===== src/rtl/mc_pkg.sv =====
// mc_pkg: shared encodings for the multicycle ARM-subset core
package mc_pkg;
    typedef enum logic [2:0] {ST_FETCH, ST_DECODE, ST_EXEC, ST_MEMACC, ST_WB} state_t;
    typedef enum logic [1:0] {ALU_ADD, ALU_SUB, ALU_AND, ALU_ORR} alu_t;
    localparam logic [1:0] OP_DP  = 2'b00;
    localparam logic [1:0] OP_MEM = 2'b01;
    localparam logic [1:0] OP_B   = 2'b10;
    localparam logic [1:0] OP_ILL = 2'b11;
    localparam logic [3:0] CMD_AND = 4'b0000;
    localparam logic [3:0] CMD_SUB = 4'b0010;
    localparam logic [3:0] CMD_ADD = 4'b0100;
    localparam logic [3:0] CMD_CMP = 4'b1010;
    localparam logic [3:0] CMD_ORR = 4'b1100;
    localparam logic [3:0] COND_AL = 4'he;
    localparam logic [3:0] COND_NV = 4'hf;
    localparam int FN = 3;
    localparam int FZ = 2;
    localparam int FC = 1;
    localparam int FV = 0;
    // Conditions come in true/inverted pairs; bit 0 inverts, which also turns AL (14) into never (15).
    function automatic logic cond_pass(input logic [3:0] c, input logic [3:0] f);
        logic r;
        r = c[3:1] == 3'd0 ? f[FZ] :
            c[3:1] == 3'd1 ? f[FC] :
            c[3:1] == 3'd2 ? f[FN] :
            c[3:1] == 3'd3 ? f[FV] :
            c[3:1] == 3'd4 ? f[FC] & ~f[FZ] :
            c[3:1] == 3'd5 ? f[FN] == f[FV] :
            c[3:1] == 3'd6 ? ~f[FZ] & (f[FN] == f[FV]) : 1'b1;
        return c[0] ? ~r : r;
    endfunction
endpackage


===== src/rtl/mc_alu_flags.sv =====
// mc_alu_flags: combinational 32-bit ALU with NZCV outputs
// i_a, i_b: operands; i_op: ADD/SUB/AND/ORR; o_y: result; o_nzcv: flags (C=1 on SUB means no borrow)
module mc_alu_flags import mc_pkg::*; (
    input  logic [31:0] i_a,
    input  logic [31:0] i_b,
    input  alu_t        i_op,
    output logic [31:0] o_y,
    output logic [3:0]  o_nzcv
);
    logic [31:0] w_b;
    logic [32:0] w_sum;
    assign w_b    = i_op == ALU_SUB ? ~i_b : i_b;
    assign w_sum  = {1'b0, i_a} + {1'b0, w_b} + {32'b0, i_op == ALU_SUB};
    assign o_y    = i_op == ALU_AND ? i_a & i_b : i_op == ALU_ORR ? i_a | i_b : w_sum[31:0];
    assign o_nzcv = {o_y[31], o_y == 32'b0, w_sum[32], (i_a[31] == w_b[31]) && (o_y[31] != i_a[31])};
endmodule


===== src/rtl/multicycle_datapath.sv =====
// multicycle_datapath: FSM-sequenced ARM-subset core sharing one ALU and one req/ack memory port
// clk, reset: clock and sync active-high reset; mem_*: unified memory handshake port
// dbg_addr/dbg_rdata: register view (15 = pc); pc, instr, flags, retire_count, illegal: status
module multicycle_datapath import mc_pkg::*; #(
    parameter int          ADDR_W   = 8,
    parameter logic [31:0] RESET_PC = 32'h0
) (
    input  logic              clk,
    input  logic              reset,
    output logic              mem_req,
    output logic              mem_we,
    output logic [ADDR_W-1:0] mem_addr,
    output logic [31:0]       mem_wdata,
    input  logic [31:0]       mem_rdata,
    input  logic              mem_ack,
    input  logic [3:0]        dbg_addr,
    output logic [31:0]       dbg_rdata,
    output logic [31:0]       pc,
    output logic [31:0]       instr,
    output logic [3:0]        flags,
    output logic [31:0]       retire_count,
    output logic              illegal
);
    state_t      r_state, w_next;
    logic [31:0] r_pc, r_instr, r_a, r_b, r_alu, r_data, r_retire;
    logic [31:0] r_regs [15];
    logic [3:0]  r_flags;
    logic        r_cond;
    logic [1:0]  w_op;
    logic [3:0]  w_cmd, w_rn, w_rd, w_rm, w_rb, w_nzcv;
    logic [31:0] w_rn_val, w_rb_val, w_alu_b, w_y, w_wb;
    logic        w_ill, w_done, w_ack, w_retire, w_arith;
    alu_t        w_ctrl;
    assign w_op  = r_instr[27:26];
    assign w_cmd = r_instr[24:21];
    assign w_rn  = r_instr[19:16];
    assign w_rd  = r_instr[15:12];
    assign w_rm  = r_instr[3:0];
    assign w_rb  = w_op == OP_MEM ? w_rd : w_rm;
    // R15 reads as pc+4: pc already points past the instruction, so this is its address + 8.
    assign w_rn_val = w_rn == 4'hf ? r_pc + 32'd4 : r_regs[w_rn];
    assign w_rb_val = w_rb == 4'hf ? r_pc + 32'd4 : r_regs[w_rb];
    assign w_ill  = w_op == OP_ILL || (w_op == OP_DP && !(w_cmd inside {CMD_AND, CMD_SUB, CMD_ADD, CMD_ORR, CMD_CMP}));
    assign w_done = !r_cond || w_ill || w_op == OP_B || (w_op == OP_DP && w_cmd == CMD_CMP);
    assign w_alu_b = w_op == OP_MEM ? {20'b0, r_instr[11:0]} : r_instr[25] ? {24'b0, r_instr[7:0]} : r_b;
    assign w_ctrl = w_op == OP_MEM ? (r_instr[23] ? ALU_ADD : ALU_SUB) :
                    w_cmd == CMD_ADD ? ALU_ADD : w_cmd == CMD_AND ? ALU_AND :
                    w_cmd == CMD_ORR ? ALU_ORR : ALU_SUB;
    assign w_arith = w_ctrl == ALU_ADD || w_ctrl == ALU_SUB;
    assign w_wb  = w_op == OP_MEM ? r_data : r_alu;
    assign w_ack = mem_ack & mem_req;
    mc_alu_flags u_alu (.i_a(r_a), .i_b(w_alu_b), .i_op(w_ctrl), .o_y(w_y), .o_nzcv(w_nzcv));
    always_ff @(posedge clk) begin
        if (reset) r_state <= ST_FETCH;
        else       r_state <= w_next;
    end
    always_comb begin
        w_next = r_state;
        case (r_state)
            ST_FETCH:  w_next = w_ack ? ST_DECODE : ST_FETCH;
            ST_DECODE: w_next = ST_EXEC;
            ST_EXEC:   w_next = w_done ? ST_FETCH : w_op == OP_MEM ? ST_MEMACC : ST_WB;
            ST_MEMACC: w_next = !w_ack ? ST_MEMACC : r_instr[20] ? ST_WB : ST_FETCH;
            default:   w_next = ST_FETCH;
        endcase
    end
    // Every return to FETCH from a later state completes one instruction.
    assign w_retire = r_state != ST_FETCH && w_next == ST_FETCH;
    always_ff @(posedge clk) begin
        if (reset) begin
            r_pc     <= RESET_PC;
            r_instr  <= '0;
            r_a      <= '0;
            r_b      <= '0;
            r_alu    <= '0;
            r_data   <= '0;
            r_flags  <= '0;
            r_cond   <= 1'b0;
            r_retire <= '0;
            for (int i = 0; i < 15; i++) r_regs[i] <= '0;
        end else begin
            r_retire <= r_retire + {31'b0, w_retire};
            case (r_state)
                ST_FETCH: if (w_ack) begin
                    r_instr <= mem_rdata;
                    r_pc    <= r_pc + 32'd4;
                end
                ST_DECODE: begin
                    r_a    <= w_rn_val;
                    r_b    <= w_rb_val;
                    r_cond <= cond_pass(r_instr[31:28], r_flags);
                end
                ST_EXEC: if (r_cond && !w_ill) begin
                    if (w_op == OP_B) r_pc <= r_pc + 32'd4 + {{6{r_instr[23]}}, r_instr[23:0], 2'b00};
                    else r_alu <= w_y;
                    if (w_op == OP_DP && (r_instr[20] || w_cmd == CMD_CMP))
                        r_flags <= w_arith ? w_nzcv : {w_nzcv[FN:FZ], r_flags[FC:FV]};
                end
                ST_MEMACC: if (w_ack) r_data <= mem_rdata;
                ST_WB: begin
                    if (w_rd == 4'hf) r_pc <= w_wb;
                    else r_regs[w_rd] <= w_wb;
                end
                default: ;
            endcase
        end
    end
    assign mem_req      = !reset && (r_state == ST_FETCH || r_state == ST_MEMACC);
    assign mem_we       = !reset && r_state == ST_MEMACC && !r_instr[20];
    assign mem_addr     = r_state == ST_FETCH ? r_pc[ADDR_W-1:0] : r_alu[ADDR_W-1:0];
    assign mem_wdata    = r_b;
    assign illegal      = !reset && r_state == ST_EXEC && r_cond && w_ill;
    assign dbg_rdata    = dbg_addr == 4'hf ? r_pc : r_regs[dbg_addr];
    assign pc           = r_pc;
    assign instr        = r_instr;
    assign flags        = r_flags;
    assign retire_count = r_retire;
endmodule


===== config.mk =====
export PLATFORM = sky130hd
export DESIGN_NAME = multicycle_datapath
export DESIGN_NICKNAME = d
export VERILOG_FILES = /design/src/rtl/mc_pkg.sv /design/src/rtl/mc_alu_flags.sv /design/src/rtl/multicycle_datapath.sv
export SDC_FILE = /design/constraint.sdc
export NUM_CORES = 2
export LEC_CHECK = 0
export BUFFER_PORTS_ARGS = -buffer_cell sky130_fd_sc_hd__buf_2
export CAP_MARGIN = 20
export CORE_MARGIN = 5
export CORE_UTILIZATION = 30
export CTS_CLUSTER_DIAMETER = 120
export CTS_CLUSTER_SIZE = 24
export DETAILED_ROUTE_END_ITERATION = 12
export GPL_ROUTABILITY_DRIVEN = 1
export PLACE_DENSITY = 0.42
export RECOVER_POWER = 100
export SYNTH_ARGS = -nofsm -noshare
export SYNTH_HDL_FRONTEND = slang
export SYNTH_SLANG_ARGS = --single-unit
export TNS_END_PERCENT = 50

===== constraint.sdc =====
create_clock -name clk -period 12.5 [get_ports clk]
set_input_delay 3.125 -clock clk [delete_from_list [all_inputs] [get_ports clk]]
set_output_delay 3.125 -clock clk [all_outputs]
set_load 0.01 [all_outputs]

# Yosys cells after proc, flatten, opt, wreduce, memory -nomap -nowiden
# Memories as Yosys holds them, arrays and structs flattened. A register that Yosys moved wholly into a read port is not among the register bits.
# Cells that the tools add are included.
[classes]
addsub = 5
eq_ne = 31
muxes = 46
bitwise_logic = 9
reduce_logical = 41
[ops]
columns = ["operator", "n"]
rows = [
  ["$mux W32", 14],
  ["$pmux W32 S3", 1],
  ["$add A32 B32 Y33", 1],
  ["$add A33 B1 Y33", 1],
  ["$add A32 B1 Y32", 1],
  ["$add A32 B3 Y32 const B", 1],
  ["$add A32 B32 Y32", 1],
  ["$and A32 B32 Y32", 1],
  ["$logic_not A32 Y1", 1],
  ["$not A32 Y32", 1],
  ["$or A32 B32 Y32", 1],
  ["$reduce_or A32 Y1", 1],
  ["$eq A4 B4 Y1 const B", 6],
  ["$mux W1", 17],
  ["$mux W4", 4],
  ["$eq A3 B2 Y1 const B", 4],
  ["$eq A3 B3 Y1 const B", 4],
  ["$logic_and A1 B1 Y1", 12],
  ["$mux W3", 4],
  ["$pmux W3 S4", 1],
  ["$logic_not A3 Y1", 3],
  ["$eq A2 B2 Y1 const B", 4],
  ["$mux W2", 4],
  ["$mux W8", 1],
  ["19 further kinds", 43],
]
[totals]
register_bits = 232
ram_bits = 480
in_bits = 39
out_inout_bits = 175
elab_cells = 144
mem_count = 1
[mem_list]
columns = ["name", "words", "word_bits", "rd", "rd_clocked_by_memory_dff", "wr", "line", "source"]
rows = [
  ["r_regs", 15, 32, 3, 1, 15, "multicycle_datapath.sv:26", "logic [31:0] r_regs [15];"],
]

# Logic depth before layout (Yosys ltp)
[logic_depth]
ltp_word = 13
ltp_mapped = 21
ltp_nobuf = 20

# Hierarchy
# Synthesis repeated with hierarchy kept, for this count alone.
[unflattened]
cells_unflattened = 4416
hier_area_um2 = 45143.3
[by_module_without_submodules]
columns = ["mod", "instances", "cells_per_inst", "area_per_inst_um2", "seq_area_each_um2"]
rows = [
  ["multicycle_datapath", 1, 3945, 42026.6, 20099.3],
  ["mc_alu_flags", 1, 471, 3116.7, 0.0],
]

# Worst setup path before layout
# OpenSTA, ideal clock, no wires.
[synth_timing]
kind = "input port to output port"
from = "input dbg_addr[0]"
to = "output dbg_rdata[12]"
arrival_ns = 5.456
t_required_ns = 9.375
path_slack_ns = 3.919
path_stages = 6
path_buffers = 3
path_cell_list = "clkbuf_1 clkbuf_1 buf_1 mux4_2 mux4_2 o21a_1"
[synth_between]
elab_chain_cells = 2
elab_cells_between_ends = 3
cone_classes = "1 x eq/ne; 1 x mux; 1 x memory"
[synth_rtl]
columns = ["element", "line", "source"]
rows = [
  ["start, declared", "multicycle_datapath.sv:16", "input logic [3:0] dbg_addr,"],
  ["$mem_v2 Z15 W32 or $eq A4 B4 Y1 (tied branches)", "--", ""],
  ["$mux W32 *", "multicycle_datapath.sv:113", "assign dbg_rdata = dbg_addr == 4'hf ? r_pc : r_regs[dbg_addr];"],
  ["end, declared", "multicycle_datapath.sv:17", "output logic [31:0] dbg_rdata,"],
]
# Every way passes the cells marked *; elsewhere a longest branch is shown, timed or not.

# Final worst setup path
[layout_timing]
from = "input reset"
to = "output mem_we"
[layout_between]
elab_chain_cells = 3
[layout_rtl]
columns = ["element", "line", "source"]
rows = [
  ["start, declared", "multicycle_datapath.sv:9", "input logic reset,"],
  ["$logic_not A1 Y1", "multicycle_datapath.sv:109", "assign mem_we = !reset && r_state == ST_MEMACC && !r_instr[20];"],
  ["$logic_and A1 B1 Y1 (2 in series)", "multicycle_datapath.sv:109", ""],
  ["end, declared", "multicycle_datapath.sv:11", "output logic mem_we,"],
]
# Every way passes these cells.

==> impl_metrics.json <==
{
  "final_core_util_pct": 32.9,
  "switching_power_uw": 1670,
  "reg2reg_depth": 11,
  "final_cells": 5967,
  "die_area_mm2": 0.156,
  "endpoint_kind": "output port",
  "dp_cells": 5905,
  "fmaxAchievable_mhz": 96.6,
  "critPathKind": "primary input to output port",
  "combPwrFrac_pct": 20.2,
  "synth.distinct_cells": 75,
  "htreeDepth": 2,
  "crit_buf_inv": 3,
  "critical_path.top_delay_family": "buffers and inverters",
  "tightest_slew_ns": 4.55,
  "grt_pass1_vias": 33200,
  "cts_tree": "yes",
  "whs_path_depth": 2,
  "ir_drop_mv": 0.0860,
  "ios": 214,
  "skew_ns": 0.0411,
  "first_pass_iters": 6,
  "avgSynthCellArea_um2": 11.2,
  "cap_violations": 45,
  "p_leak_uw": 0.0163,
  "path_depth": 4,
  "min_path_type": "flip-flop to flip-flop",
  "yosysMostFrequentCell": "nor2_1",
  "cpPeakStageDelay_ns": 3.22,
  "violations": "max-capacitance violations, max-slew violations",
  "synth-async-reset-ratio_pct": 0,
  "drc": 0,
  "core_mm2": 0.147,
  "track_usage_pct": 23.0,
  "setup_viol_count_final": 0,
  "initial_utilization_pct": 30.1,
  "post-place-ws_ns": 3.32,
  "clk_latency_ns": 0.66,
  "yosysSeqAreaShare_pct": 45.2,
  "worst_slew_margin_rel_pct": -203,
  "wl_per_cell_um": 31.1,
  "status": "finished, violations left",
  "ys_top_cells_by_count": "nor2_1 (724), edfxtp_1 (512), mux4_2 (415)",
  "cts-buffers-inserted": 38,
  "num-nets-final": 4126,
  "routabilityCongestion": 0.899,
  "pwr-share-clk_pct": 27.1,
  "path_common_cell": "clkbuf_1",
  "ys_ff_latch": 748,
  "startpoint_type": "primary input",
  "multiInputGateArea_mm2": 0.0231,
  "gr-total-overflow": 0,
  "hold_violations": 0,
  "netlist_area_mm2": 0.0444,
  "grt_max_degree": 93,
  "cts_setup_buffers": 0,
  "clk_path_buf_depth": 3,
  "seqCellArea_mm2": 0.0201,
  "drt-total-wl_mm": 186,
  "antenna_left": 0,
  "drtIter0Drc": 3863,
  "cts_sinks": 748,
  "worst_slack_ns": 2.15,
  "ctsResizeCount": 0,
  "power.density_mw_per_mm2": 112,
  "chipWidth_um": 395,
  "synth_area_leader_cell": "edfxtp_1",
  "avgViaCountPerCell": 5.81,
  "crit_required_ns": 9.38,
  "cp_cell_sequence": "buf_8, clkbuf_1, nor3_1, clkbuf_1",
  "report.final.slew_viol_count": 1582,
  "die_h_um": 395,
  "p_int_uw": 3750,
  "post-route-period-util_pct": 82.8,
  "clockRootBuffer": "clkbuf_16",
  "place_hpwl_mm": 118,
  "critPathMaxFanout": 92,
  "tns_ns": 0,
  "p_seq_share_pct": 52.7,
  "crit_slowest_cell": "clkbuf_1",
  "drive_gt1_share_pct": 15.6,
  "total_power_uw": 5420,
  "antenna_found_initial": 9,
  "swShare_pct": 30.8,
  "yosysWarnings": 0,
  "area_delta_synth_final_pct": 9.12,
  "yosys-top-cells-area": "edfxtp_1 (35%), mux4_2 (21%), dfxtp_1 (11%)",
  "grt_pass1_wl_mm": 260,
  "hold_buffers": 0,
  "vias": 34600,
  "fillCellCount": 15000,
  "io_buffers": 213,
  "synthCells": 3951,
  "rsz0062_at_grt": "false",
  "ys.flop_type": "edfxtp_1",
  "min_period_ns": 10.35,
  "num_rows": 141,
  "synth_top_area_share_pct": 34.6,
  "synth_edf_count": 512,
  "arrival_ns": 7.23,
  "clk_pin_slew_ns": 0.10
}
state kept, by name, summed over array words and instances, names as in the netlist, named ones only:
signal	cells
r_regs	512
instr	32
mem_wdata	32
pc	32
r_a	32
r_alu	32
r_data	32
retire_count	32
flags	4
r_state	3
r_cond	1
power groups by stage:
stage / sequential [uW] / clock, uW / combinational [uW]
floorplan: 2850 / 0 / 723
detailed placement: 2910 / 0 / 1100
global route: 2870 / 1590 / 1170
global placement: 2910 / 0 / 1090
CTS: 2850 / 1520 / 1100
finish: 2860 / 1470 / 1100
path summary, 6_finish.rpt:
path / from / end / slack [ns]
max: reset / mem_we / 2.15
min: r_alu[30]$_SDFFE_PP0P_ / r_alu[30]$_SDFFE_PP0P_ / 0.46
max reg2reg: instr[27]$_SDFFE_PP0P_ / mem_wdata[28]$_SDFFE_PP0P_ / 3.50
min reg2reg: r_alu[30]$_SDFFE_PP0P_ / r_alu[30]$_SDFFE_PP0P_ / 0.46
metrics by stage:
stage                     hold slack [ns]  instance area (um^2)
final                               0.461                 48500
after global routing                0.479                 48500
after CTS                           0.463                 49000
after detailed placement            0.448                 47900
after global placement              0.442                 47900
after floorplan                     0.436                 44600
routing by layer:
metal | part of all wire (%) | track usage (%)
met5 | 0.010 | 0
met4 | 2.7 | 5.28
met3 | 7.5 | 4.56
met2 | 47 | 37.8
met1 | 43 | 31.5
worst reg2reg max path, delay by kind of cell (launching register included):
kind	cells	cell delay (ns)
buffers and inverters	3	6.04
flip-flops	1	0.54
AND/OR/NAND/NOR	5	1.17
AO/OA/AOI/OAI	3	1.14
cell type report:
type	count	area share, %
Clock buffer	46	2.09
Clock inverter	7	0.137
Multi-Input combinational cell	2828	47.6
Antenna cell	4	0.0206
Timing Repair Buffer	340	3.23
Tap cell	1930	4.98
Sequential cell	748	41.5
Inverter	64	0.495
kinds of logic (layout without fill, tap and decap cells):
family	count (synthesis)	after routing	share of synthesized area (%)
adders and majority gates	67	67	1.92
other	1	36	0.00844
DFF	748	748	45.2
muxes	528	528	23.6
buffers and inverters	406	457	3.51
AOI/OAI and AO/OA	681	681	9.88
and+or+nand+nor	1392	1392	13.3
xor gates and xnor gates	128	128	2.52
layout by cell type (no fill, tap or decap), types with 26 or more instances in the layout:
cell and n:
buf_4 42, nor3_1 70, a21o_1 31, a311oi_1 35
inv_1 64, dfxtp_1 233, xor2_1 74, buf_2 45
xnor2_1 54, a211oi_1 107, o21ai_0 152, mux2i_1 95
ha_1 65, clkbuf_16 39, conb_1 32, o21a_1 45
nand3_1 46, a21oi_1 187, nand2_1 345, mux4_2 415
nand4_1 26, nor2_1 721, edfxtp_1 512, clkbuf_1 250
Power figures use the tool's default switching activity.
